--- config.mk ---
export PLATFORM = sky130hd
export DESIGN_NAME = sync_fifo_flags
export DESIGN_NICKNAME = d
export VERILOG_FILES = /design/src/rtl/sync_fifo_flags.sv
export SDC_FILE = /design/constraint.sdc
export NUM_CORES = 1
export LEC_CHECK = 0
export CAP_MARGIN = 10
export CORE_ASPECT_RATIO = 1.1
export CORE_MARGIN = 5
export CORE_UTILIZATION = 40
export DETAILED_ROUTE_END_ITERATION = 10
export PLACE_DENSITY = 0.55
export RECOVER_POWER = 100
export SLEW_MARGIN = 20
export SYNTH_ARGS = -nofsm -noshare
export SYNTH_HDL_FRONTEND = slang
export SYNTH_SLANG_ARGS = --single-unit
--- constraint.sdc ---
create_clock -name clk -period 4 [get_ports clk]
set_clock_uncertainty 0.2 [all_clocks]
set_input_delay 0.6 -clock clk [delete_from_list [all_inputs] [get_ports clk]]
set_output_delay 0.6 -clock clk [all_outputs]
set_load 0.05 [all_outputs]
--- src/rtl/sync_fifo_flags.sv ---
// sync_fifo_flags: single-clock FIFO with fill count, programmable
// almost-full/almost-empty thresholds, sticky overflow/underflow flags
// and a synchronous flush.
//
// Optional build macro: FWFT_EN (first-word fall-through). When defined,
// read_data shows mem[rptr] combinationally and read_en acknowledges the
// head word. When undefined, read_data is registered one cycle after the
// accepting edge.
//
// Ports:
//   clk          clock, all state changes on rising edge
//   rst_n        synchronous active-low reset
//   flush        synchronous flush (empties FIFO, ignores write/read)
//   clear_err    clears sticky overflow/underflow
//   write_en     write request,  write_data word to push
//   read_en      read request,   read_data popped word
//   fifo_empty   fill_count == 0
//   fifo_full    fill_count == depth
//   almost_full  fill_count >= almost_full_th
//   almost_empty fill_count <= almost_empty_th
//   fill_count   stored words, 0..depth
//   overflow     sticky: write attempted while full
//   underflow    sticky: read attempted while empty
module sync_fifo_flags #(
  parameter int data_size       = 8,
  parameter int addr_size       = 3,
  parameter int almost_full_th  = 6,
  parameter int almost_empty_th = 2
) (
  input  logic                 clk,
  input  logic                 rst_n,
  input  logic                 flush,
  input  logic                 clear_err,
  input  logic                 write_en,
  input  logic [data_size-1:0] write_data,
  input  logic                 read_en,
  output logic [data_size-1:0] read_data,
  output logic                 fifo_empty,
  output logic                 fifo_full,
  output logic                 almost_full,
  output logic                 almost_empty,
  output logic [addr_size:0]   fill_count,
  output logic                 overflow,
  output logic                 underflow
);

  localparam int unsigned depth = 1 << addr_size;
  localparam int          CW    = addr_size + 1;

  localparam logic [addr_size:0] FULL_CNT = CW'(depth);
  localparam logic [addr_size:0] AF_CNT   = CW'(almost_full_th);
  localparam logic [addr_size:0] AE_CNT   = CW'(almost_empty_th);

  logic [data_size-1:0] mem [depth];
  logic [addr_size:0]   wptr;
  logic [addr_size:0]   rptr;
  logic [addr_size:0]   count;

  logic rd_acc;
  logic wr_acc;
  logic ov_evt;
  logic un_evt;

  assign fill_count   = count;
  assign fifo_empty   = (count == '0);
  assign fifo_full    = (count == FULL_CNT);
  assign almost_full  = (count >= AF_CNT);
  assign almost_empty = (count <= AE_CNT);

  // A write while full is still accepted when a read frees the head slot in
  // the same edge; a read while empty is never bypassed from the write.
  always_comb begin
    rd_acc = 1'b0;
    wr_acc = 1'b0;
    ov_evt = 1'b0;
    un_evt = 1'b0;
    if (!flush) begin
      rd_acc = read_en && !fifo_empty;
      wr_acc = write_en && (!fifo_full || rd_acc);
      ov_evt = write_en && !wr_acc;
      un_evt = read_en && fifo_empty;
    end
  end

  always_ff @(posedge clk) begin
    if (rst_n && wr_acc) begin
      mem[wptr[addr_size-1:0]] <= write_data;
    end
  end

  always_ff @(posedge clk) begin
    if (!rst_n) begin
      wptr      <= '0;
      rptr      <= '0;
      count     <= '0;
      overflow  <= 1'b0;
      underflow <= 1'b0;
    end else begin
      // A new error in the same cycle as clear_err keeps the flag set.
      overflow  <= (overflow  && !clear_err) || ov_evt;
      underflow <= (underflow && !clear_err) || un_evt;
      if (flush) begin
        wptr  <= '0;
        rptr  <= '0;
        count <= '0;
      end else begin
        if (wr_acc) wptr <= wptr + 1'b1;
        if (rd_acc) rptr <= rptr + 1'b1;
        case ({wr_acc, rd_acc})
          2'b10:   count <= count + 1'b1;
          2'b01:   count <= count - 1'b1;
          default: count <= count;
        endcase
      end
    end
  end

`ifdef FWFT_EN
  assign read_data = mem[rptr[addr_size-1:0]];
`else
  logic [data_size-1:0] rd_q;

  always_ff @(posedge clk) begin
    if (!rst_n) begin
      rd_q <= '0;
    end else if (rd_acc) begin
      rd_q <= mem[rptr[addr_size-1:0]];
    end
  end

  assign read_data = rd_q;
`endif

endmodule

# Word level (Yosys, flattened, before mapping)
# Memory sizes are Yosys's and may differ from the RTL's. A register that Yosys moved wholly into a read port is not among the register bits.
# Cells that the tools add are included.
word_totals:
  in_bits: 14
  out_inout_bits: 18
  word_cells: 41
  reg_bits: 14
  ram_bits: 64
  n_memories: 1
mem_list:
  columns: ["memory", "words", "word_bits", "read_ports", "rd_ports_with_merged_regs", "write_ports", "line_no", "text"]
  rows:
  - ["mem", 8, 8, 1, 1, 1, "54", "logic [data_size-1:0] mem [depth];"]
op_classes:
  magnitude_cmp: 2
  n_addsub: 4
  n_reduce_logical: 18
  muxes: 7
  eq_ne: 3
  bitwise_logic: 1
op_table:
  columns: ["cell", "n"]
  rows:
  - ["4-bit by 1-bit adder with 4-bit output (second input constant)", 3]
  - ["4-bit case mux with 2 select lines", 1]
  - ["1-bit logical AND", 7]
  - ["1-bit two-way mux", 6]
  - ["1-bit logical NOT", 5]
  - ["4-bit == test (second input constant)", 1]
  - ["4-bit by 3-bit greater-or-equal comparator with 1-bit output (second input constant)", 1]
  - ["4-bit by 2-bit less-or-equal comparator with 1-bit output (second input constant)", 1]
  - ["4-bit logical NOT", 1]
  - ["4-bit by 1-bit subtractor with 4-bit output (second input constant)", 1]
  - ["1-bit logical OR", 3]
  - ["2-bit by 1-bit == test with 1-bit output (second input constant)", 1]
  - ["2-bit == test (second input constant)", 1]
  - ["2-bit nonzero test", 1]
  - ["2-bit OR reduction", 1]
  - ["1-bit inverter", 1]

# Depth between registers and ports, before layout
# Gate-level depths: netlist (run 1).
logic_depth:
  ltp_word: 9
  mapped_depth: 12
  depth_no_buf: 9

# Least setup slack after synthesis (run 1)
# Ideal clock, no wire load.
synth_timing:
  kind: "register -> register"
  from: "reg count[1], in the netlist fill_count[1]"
  to: "reg count[2], in the netlist fill_count[2]"
  path_buffers: 3
  setup_ps: 70
  t_arrival_ps: 2749
  slack_ps: 981
  path_stages_with_launch: 13
  required_time_ps: 3730
  period_less_slack_ps: 3019
  cell_sequence: "dfxtp_1 > buf_6 > or4_4 > buf_6 > and2_4 > buf_6 > ha_1 > xor2_1 > ha_1 > a21oi_1 > xor2_1 > or3_1 > a21oi_1"
synth_between:
  elab_cells_between_ends: 15
  classes_between: "add/sub: 2; eq/ne: 3; mux: 3; reduce/logical: 7"
synth_lines:
  columns: ["element", "line_no", "text"]
  rows:
  - ["from (decl)", "57", "logic [addr_size:0] count;"]
  - ["from (signal assigned)", "110", "2'b10: count <= count + 1'b1;"]
  - ["from (signal assigned)", "111", "2'b01: count <= count - 1'b1;"]
  - ["from (signal assigned)", "112", "default: count <= count;"]
  - ["4-bit logical NOT (*)", "65", "assign fifo_empty = (count == '0);"]
  - ["1-bit logical NOT (*)", "78", "rd_acc = read_en && !fifo_empty;"]
  - ["1-bit logical AND (*)", "78", null]
  - ["1-bit two-way mux (*)", "77", "if (!flush) begin"]
  - ["via rd_acc", "59", "logic rd_acc;"]
  - ["2-bit by 1-bit == test with 1-bit output or 2-bit == test (tied branches)", "109", "case ({wr_acc, rd_acc})"]
  - ["4-bit case mux with 2 select lines or 2-bit nonzero test (tied branches)", null, null]
# Mark *: on every way through the listed nets, which the timed path passes. The rest lies on a longest branch.
# A chain may end at the register's enable or synchronous reset.

# Worst setup path after layout (run 1)
layout_timing:
  from: "reg count[1], in the netlist fill_count[1]"
  to: "reg count[2], in the netlist fill_count[2]"
layout_between:
  elab_chain_cells: 8
  elab_cells_between_ends: 15
  classes_between: "add/sub: 2; eq/ne: 3; mux: 3; reduce/logical: 7"
layout_lines:
  columns: ["element", "line_no", "text"]
  rows:
  - ["4-bit logical NOT", "65", null]
  - ["1-bit logical NOT", "78", null]
  - ["1-bit logical AND", "78", null]
  - ["1-bit logical OR", "79", "wr_acc = write_en && (!fifo_full || rd_acc);"]
  - ["1-bit logical AND", "79", null]
  - ["1-bit two-way mux", "77", null]
  - ["2-bit by 1-bit == test with 1-bit output or 2-bit == test (tied branches)", "109", null]
  - ["4-bit case mux with 2 select lines or 2-bit nonzero test (tied branches)", null, null]
# Several ways; a longest one is shown, not always the timed one.

==> metrics.md, run 1 <==
| Metric | Value |
|---|---|
| Status | complete, no violations |
| Worst hold-check path type | reg2reg |
| Port bufs | 31 |
| Post-route DRC violation count | 0 |
| Multi-input gate area | 953 um^2 |
| Crit Path Max Fanout | 10 |
| Commonest non-fill, non-tap cells in the layout | 64 x edfxtp_1, 29 x dlygate4sd3_1, 20 x dfxtp_1 |
| CTS tree | built |
| Reg clk slew, reported paths | 90 ps |
| Leakage | 1.32 nW |
| Maximum vdd drop | 0.000243 V |
| ANT nets after route | 0 |
| Total GRT Usage | 0.135 |
| Mapped Area | 3370 um^2 |
| Crit. End Element | flip-flop |
| Clock Latency Late Sink | 340 ps |
| Syn avg cell area | 16.2 um^2 |
| Synthesized flop and latch total | 84 |
| Final slew viol count | 0 |
| Inserted Diodes | 0 |
| DR WL/cell | 17.7 um |
| Pwr per Cell Area | 409 nW/um^2 |
| Via density | 5.05 |
| H-tree levels | 3 |
| Min Tclk post-route | 3130 ps |
| Post-synth EDFFs | 64 |
| Buffers from clock root to sink, at most | 2 |
| Hold Buf Count CTS | 0 |
| Storage cell area | 2320 um^2 |
| Netlist cell types | 39 |
| Post-route clock period utilization | 0.784 |
| Layout cell share with drive strength beyond 1 | 0.148 |
| Commonest non-fill, non-tap cell in the layout | edfxtp_1 |
| Yosys warnings | 0 |
| Crit path kind | reg2reg |
| Worst-Margin Slew | 851 ps |
| RSZ-0062 raised after global routing | false |
| First-pass GRT wire length | 10300 um |
| Grt total ovfl | 0 |
| Total CTS buffers | 9 |
| FP Rows | 35 |
| Final setup fails | 0 |
| Fin cells | 367 |
| GPL Wtd Cong | 0.717 |
| Post-Place Cells | 351 |
| CP startpoint kind | flip-flop |
| Largest net degree at the start of global routing | 18 |
| Fillcell total | 754 |
| Vias | 1855 |
| Die height | 106 um |
| Root buf cell | clkbuf_8 |
| CP arrival | 3210 ps |
| Highest clock rate | 319 MHz |
| Die area | 10400 um^2 |
| Core area | 8320 um^2 |
| Area delta synth->final | 18.3% |
| Initial Util | 0.405 |
| Ys async rst share | 0 |
| Register area share after synthesis | 0.688 |
| Die Width | 97.6 um |
| Final wirelength | 6490 um |
| Ports | 32 |
| Vias in the first global route | 1919 |
| Post-Syn Instances | 208 |
| Final Hold Vio Count | 0 |
| Syn_nets | 227 |
| Max-cap viol count | 0 |
| Post-CTS resize count | 0 |
| Initial antenna violation count | 0 |
| 1st-iter DRT viols | 67 |
| Setup bufs post-CTS | 0 |
| Sinks on Clock Net | 84 |
| Post-route setup TNS | 0 ps |
| Layout Nets | 270 |
| Critical Path RT | 4080 ps |
| Final HPWL DP | 4340 um |
| Drt pass-1 iters | 4 |
| Slew margin rel. | 0.432 |
| Synth Flop Type | edfxtp_1 |
==> worst paths after layout <==
path	to	slack (ps)	startpoint	depth (start not counted)
setup / recovery	fill_count[2]$_SDFFE_PP0P_	870	fill_count[1]$_SDFFE_PP0P_	9
hold / removal	wptr[0]$_SDFFE_PP0P_	290	wptr[0]$_SDFFE_PP0P_	2
setup reg to reg	fill_count[2]$_SDFFE_PP0P_	870	fill_count[1]$_SDFFE_PP0P_	9
hold reg to reg	wptr[0]$_SDFFE_PP0P_	290	wptr[0]$_SDFFE_PP0P_	2
==> report_power, final <==
group	switching (mW)	internal, mW
clock network	0.317	0.298
registers	0.00426	0.942
logic	0.0426	0.0267
==> worst max-delay path: stages (launching register included) <==
cell and delay (ps):
dfxtp_1 420, or4b_1 610, o21ai_0 510, ha_1 360, xor2_1 160, ha_1 160
a21oi_1 50, xor2_1 160, or3_1 300, a21oi_1 130
==> metrics by stage <==
step | total power, mW | worst slack (ps) | utilization | area [um^2] | hold slack, ps
global route | 1.69 | 608 | 0.480 | 3990 | 338
global placement | 1.04 | 603 | 0.462 | 3840 | 278
finish | 1.63 | 865 | 0.480 | 3990 | 294
detailed placement | 1.04 | 542 | 0.462 | 3840 | 281
floorplan | 1.01 | 981 | - | 3370 | 260
CTS | 1.65 | 896 | 0.486 | 4050 | 295
==> registers in the layout, summed over array words and instances (netlist names) <==
signal / flops
mem: 64
read_data: 8
fill_count: 4
rptr: 3
wptr: 3
overflow: 1
underflow: 1
==> synth_stat cells (all sizes together), types with 2 or more instances <==
master  count  area share
a211oi      2      0.0044
a21oi       7       0.010
buf         7       0.018
clkbuf      2      0.0026
dfxtp      20        0.12
edfxtp     64        0.57
ha          5       0.019
inv         4      0.0044
mux2i       2      0.0059
mux4       16        0.11
nand2       4      0.0044
nand2b      3      0.0056
nand3       5       0.010
nand3b      2      0.0044
nor2       19       0.021
nor2b       6       0.011
nor3        2      0.0030
nor4b       2      0.0052
o21ai      11       0.017
o22ai       8       0.015
or2         2      0.0037
or3         2      0.0037
xor2        5       0.013
==> kinds of logic after synthesis <==
logic type,share of synthesized area
mux,0.113
fa+ha+maj,0.0185
xor+xnor,0.0156
buf+inv,0.0252
simple gates,0.0853
flops,0.688
compound gates,0.0542
==> layout make-up <==
type,count,share of cell area
sequential,84,0.582
multi-input combinational,111,0.239
timing repair buffer,41,0.0890
tap,111,0.0348
clock buffer,9,0.0310
clock inverter,7,0.0207
inverter,4,0.00376
==> per-layer routing <==
layer,wire (um),GRT usage
met2,3300,0.235
met5,0,0
met3,301,0.0276
met1,2740,0.160
met4,148,0.0613
Note: power is estimated with default switching activity, not from simulation.
==> inputs of run 2 (changes only) <==
- clock period: 4 -> 2.9 ns (I/O delays scaled with it)
==> metrics.md, run 2 (same netlist as run 1, synthesis figures left out) <==
| Metric | Value |
|---|---|
| Worst hold-check path type | reg2reg (unchanged) |
| Die height | 106 um (unchanged) |
| Area delta synth->final | 19.3% (was 18.3%) |
| Crit path kind | reg2out (was reg2reg) |
| H-tree levels | 3 (unchanged) |
| Minimum setup slack among reg-to-reg paths | 260 ps (was 870 ps) |
| DR WL/cell | 17.8 um (was 17.7 um) |
| Initial Util | 0.405 (unchanged) |
| GR Layer Usage met2 | 0.233 (was 0.235) |
| Fin cells | 378 (was 367) |
| Layout Nets | 282 (was 270) |
| Port bufs | 31 (unchanged) |
| Crit. End Element | output port (was flip-flop) |
| Status | complete, no violations (unchanged) |
| R2r worst-path depth | 7 (was 9) |
| CTS tree | built (unchanged) |
| GPL Wtd Cong | 0.753 (was 0.717) |
| Fin Hold WS | 294 ps (about the same) |
| Core Util, Final | 0.484 (was 0.480) |
| Pwr per Cell Area | 535 nW/um^2 (was 409 nW/um^2) |
| Critical R2R Capture | fill_count[3]$_SDFFE_PP0P_ (was fill_count[2]$_SDFFE_PP0P_) |
| Hold Crit Start | wptr[0]$_SDFFE_PP0P_ (unchanged) |
| Min Tclk post-route | 2800 ps |
| Hold Buf Count CTS | 0 (unchanged) |
| Vias | 1948 (was 1855) |
| Commonest non-fill, non-tap cells in the layout | 64 x edfxtp_1, 27 x dlygate4sd3_1, 19 x nor2_1, 19 x dfxtp_1, 16 x mux4_2 (was 64 x edfxtp_1, 29 x dlygate4sd3_1, 20 x dfxtp_1) |
| Core area | 8320 um^2 (unchanged) |
| Final slew viol count | 0 (unchanged) |
| Ports | 32 (unchanged) |
| Reg2reg start | fill_count[3]$_SDFFE_PP0P_ (was fill_count[1]$_SDFFE_PP0P_) |
| Inserted Diodes | 0 (unchanged) |
| Post-Place Cells | 363 (was 351) |
| Pre-CTS setup slack | 129 ps (was 542 ps) |
| Root buf cell | clkbuf_8 (unchanged) |
| CP startpoint kind | flip-flop (unchanged) |
| Final wirelength | 6740 um (was 6490 um) |
| Final Hold Vio Count | 0 (unchanged) |
| Fillcell total | 736 (was 754) |
| Post-route clock period utilization | 0.965 |
| Gr busiest metal | met2 (unchanged) |
| Setup bufs post-CTS | 0 (unchanged) |
| Clock Latency Late Sink | 350 ps (was 340 ps) |
| Commonest non-fill, non-tap cell in the layout | edfxtp_1 (unchanged) |
| Sinks on Clock Net | 84 (unchanged) |
| Slew margin rel. | 0.264 (was 0.432) |
| Total CTS buffers | 9 (unchanged) |
| Largest net degree at the start of global routing | 18 (unchanged) |
| First-pass GRT wire length | 10700 um (was 10300 um) |
| ANT nets after route | 0 (unchanged) |
| Hold depth | 2 (unchanged) |
| Layout cell share with drive strength beyond 1 | 0.172 (was 0.148) |
| 1st-iter DRT viols | 57 (was 67) |
| Die Width | 97.6 um (unchanged) |
| Die area | 10400 um^2 (unchanged) |
| Maximum vdd drop | 0.000331 V (was 0.000243 V) |
| Worst-Margin Slew | 1100 ps (was 851 ps) |
| Initial antenna violation count | 0 (unchanged) |
| RSZ-0062 raised after global routing | false (unchanged) |
| Buffers from clock root to sink, at most | 2 (unchanged) |
| Critical Path RT | 2270 ps (was 4080 ps) |
| Total GRT Usage | 0.138 (was 0.135) |
| Highest clock rate | 357 MHz |
| Via density | 5.15 (was 5.05) |
| Post-route setup TNS | 0 ps (unchanged) |
| Vias in the first global route | 2004 (was 1919) |
| Worst setup margin | 101 ps (was 865 ps) |
| Grt total ovfl | 0 (unchanged) |
| Final HPWL DP | 4450 um (was 4340 um) |
| Reg clk slew, reported paths | 90 ps (about the same) |
| Met1 Use GR | 0.175 (was 0.160) |
| Final setup fails | 0 (unchanged) |
| Max reg flops | 64 (unchanged) |
| Leakage | 1.34 nW (was 1.32 nW) |
| Drt pass-1 iters | 4 (unchanged) |
| Hold Crit Endpoint | wptr[0]$_SDFFE_PP0P_ (unchanged) |
| Post-route DRC violation count | 0 (unchanged) |
| CP arrival | 2160 ps (was 3210 ps) |
| GRT met3 Usage | 0.0269 (was 0.0276) |
| Crit Path Max Fanout | 10 (unchanged) |
| Max-cap viol count | 0 (unchanged) |
| FP Rows | 35 (unchanged) |
-- run 2: layout make-up --
| class | count | area, um^2 | share of cell area |
|---|---|---|---|
| multi-input cells | 111 | 958 | 0.238 |
| inverters | 4 | 15.0 | 0.00373 |
| well taps | 111 | 139 | 0.0345 |
| repair buffers | 53 | 415 | 0.103 |
| clock buffers | 9 | 124 | 0.0308 |
| clock inverters | 6 | 48.8 | 0.0121 |
| flip-flops and latches | 84 | 2320 | 0.577 |
-- run 2: worst max-delay path by stage --
stage                                          start                          to  slack (ps)  cells after the start
after detailed placement                    write_en         mem[0][7]$_DFFE_PP_         130                      7
after CTS                 fill_count[3]$_SDFFE_PP0P_                  fifo_empty          40                      3
final                     fill_count[2]$_SDFFE_PP0P_                   fifo_full         100                      3
after global placement                      write_en         mem[0][7]$_DFFE_PP_         120                      7
after floorplan           fill_count[0]$_SDFFE_PP0P_  fill_count[2]$_SDFFE_PP0P_         -80                     11
after global routing      fill_count[3]$_SDFFE_PP0P_  fill_count[3]$_SDFFE_PP0P_          20                      7
-- run 2: routing by layer --
metal | vias to the layer above | part of all wire
met5 | - | 0
met4 | 0 | 0.019
met3 | 12 | 0.027
met2 | 35 | 0.50
met1 | 989 | 0.45
li1 | 912 | -
-- run 2: power by group --
part	switching (mW)	internal, mW	total [mW]
Sequential	0.00458	1.30	1.30
Clock	0.433	0.313	0.747
Combinational	0.0630	0.0406	0.104
Total	0.501	1.65	2.15
-- run 2: timing repair --
item                                    4_1_cts  5_1_grt
endpoints found under the hold margin         0        0
endpoints found under the setup margin        0        1
gates resized for setup                       0        1
-- run 2: worst max-delay path: stages, from the launching register on --
cell and delay [ps]:
dfxtp_1 400, or4b_4 550, inv_1 70, clkdlybuf4s50_1 790
-- run 2: stage by stage --
| step | cell area (um^2) | power, mW |
|---|---|---|
| 3_3_place_gp | 3940 | 1.45 |
| 2_1_floorplan | 3380 | 1.39 |
| 3_5_place_dp | 3940 | 1.45 |
| 6_report | 4020 | 2.15 |
| 5_1_grt | 4020 | 2.24 |
| 4_1_cts | 4120 | 2.19 |
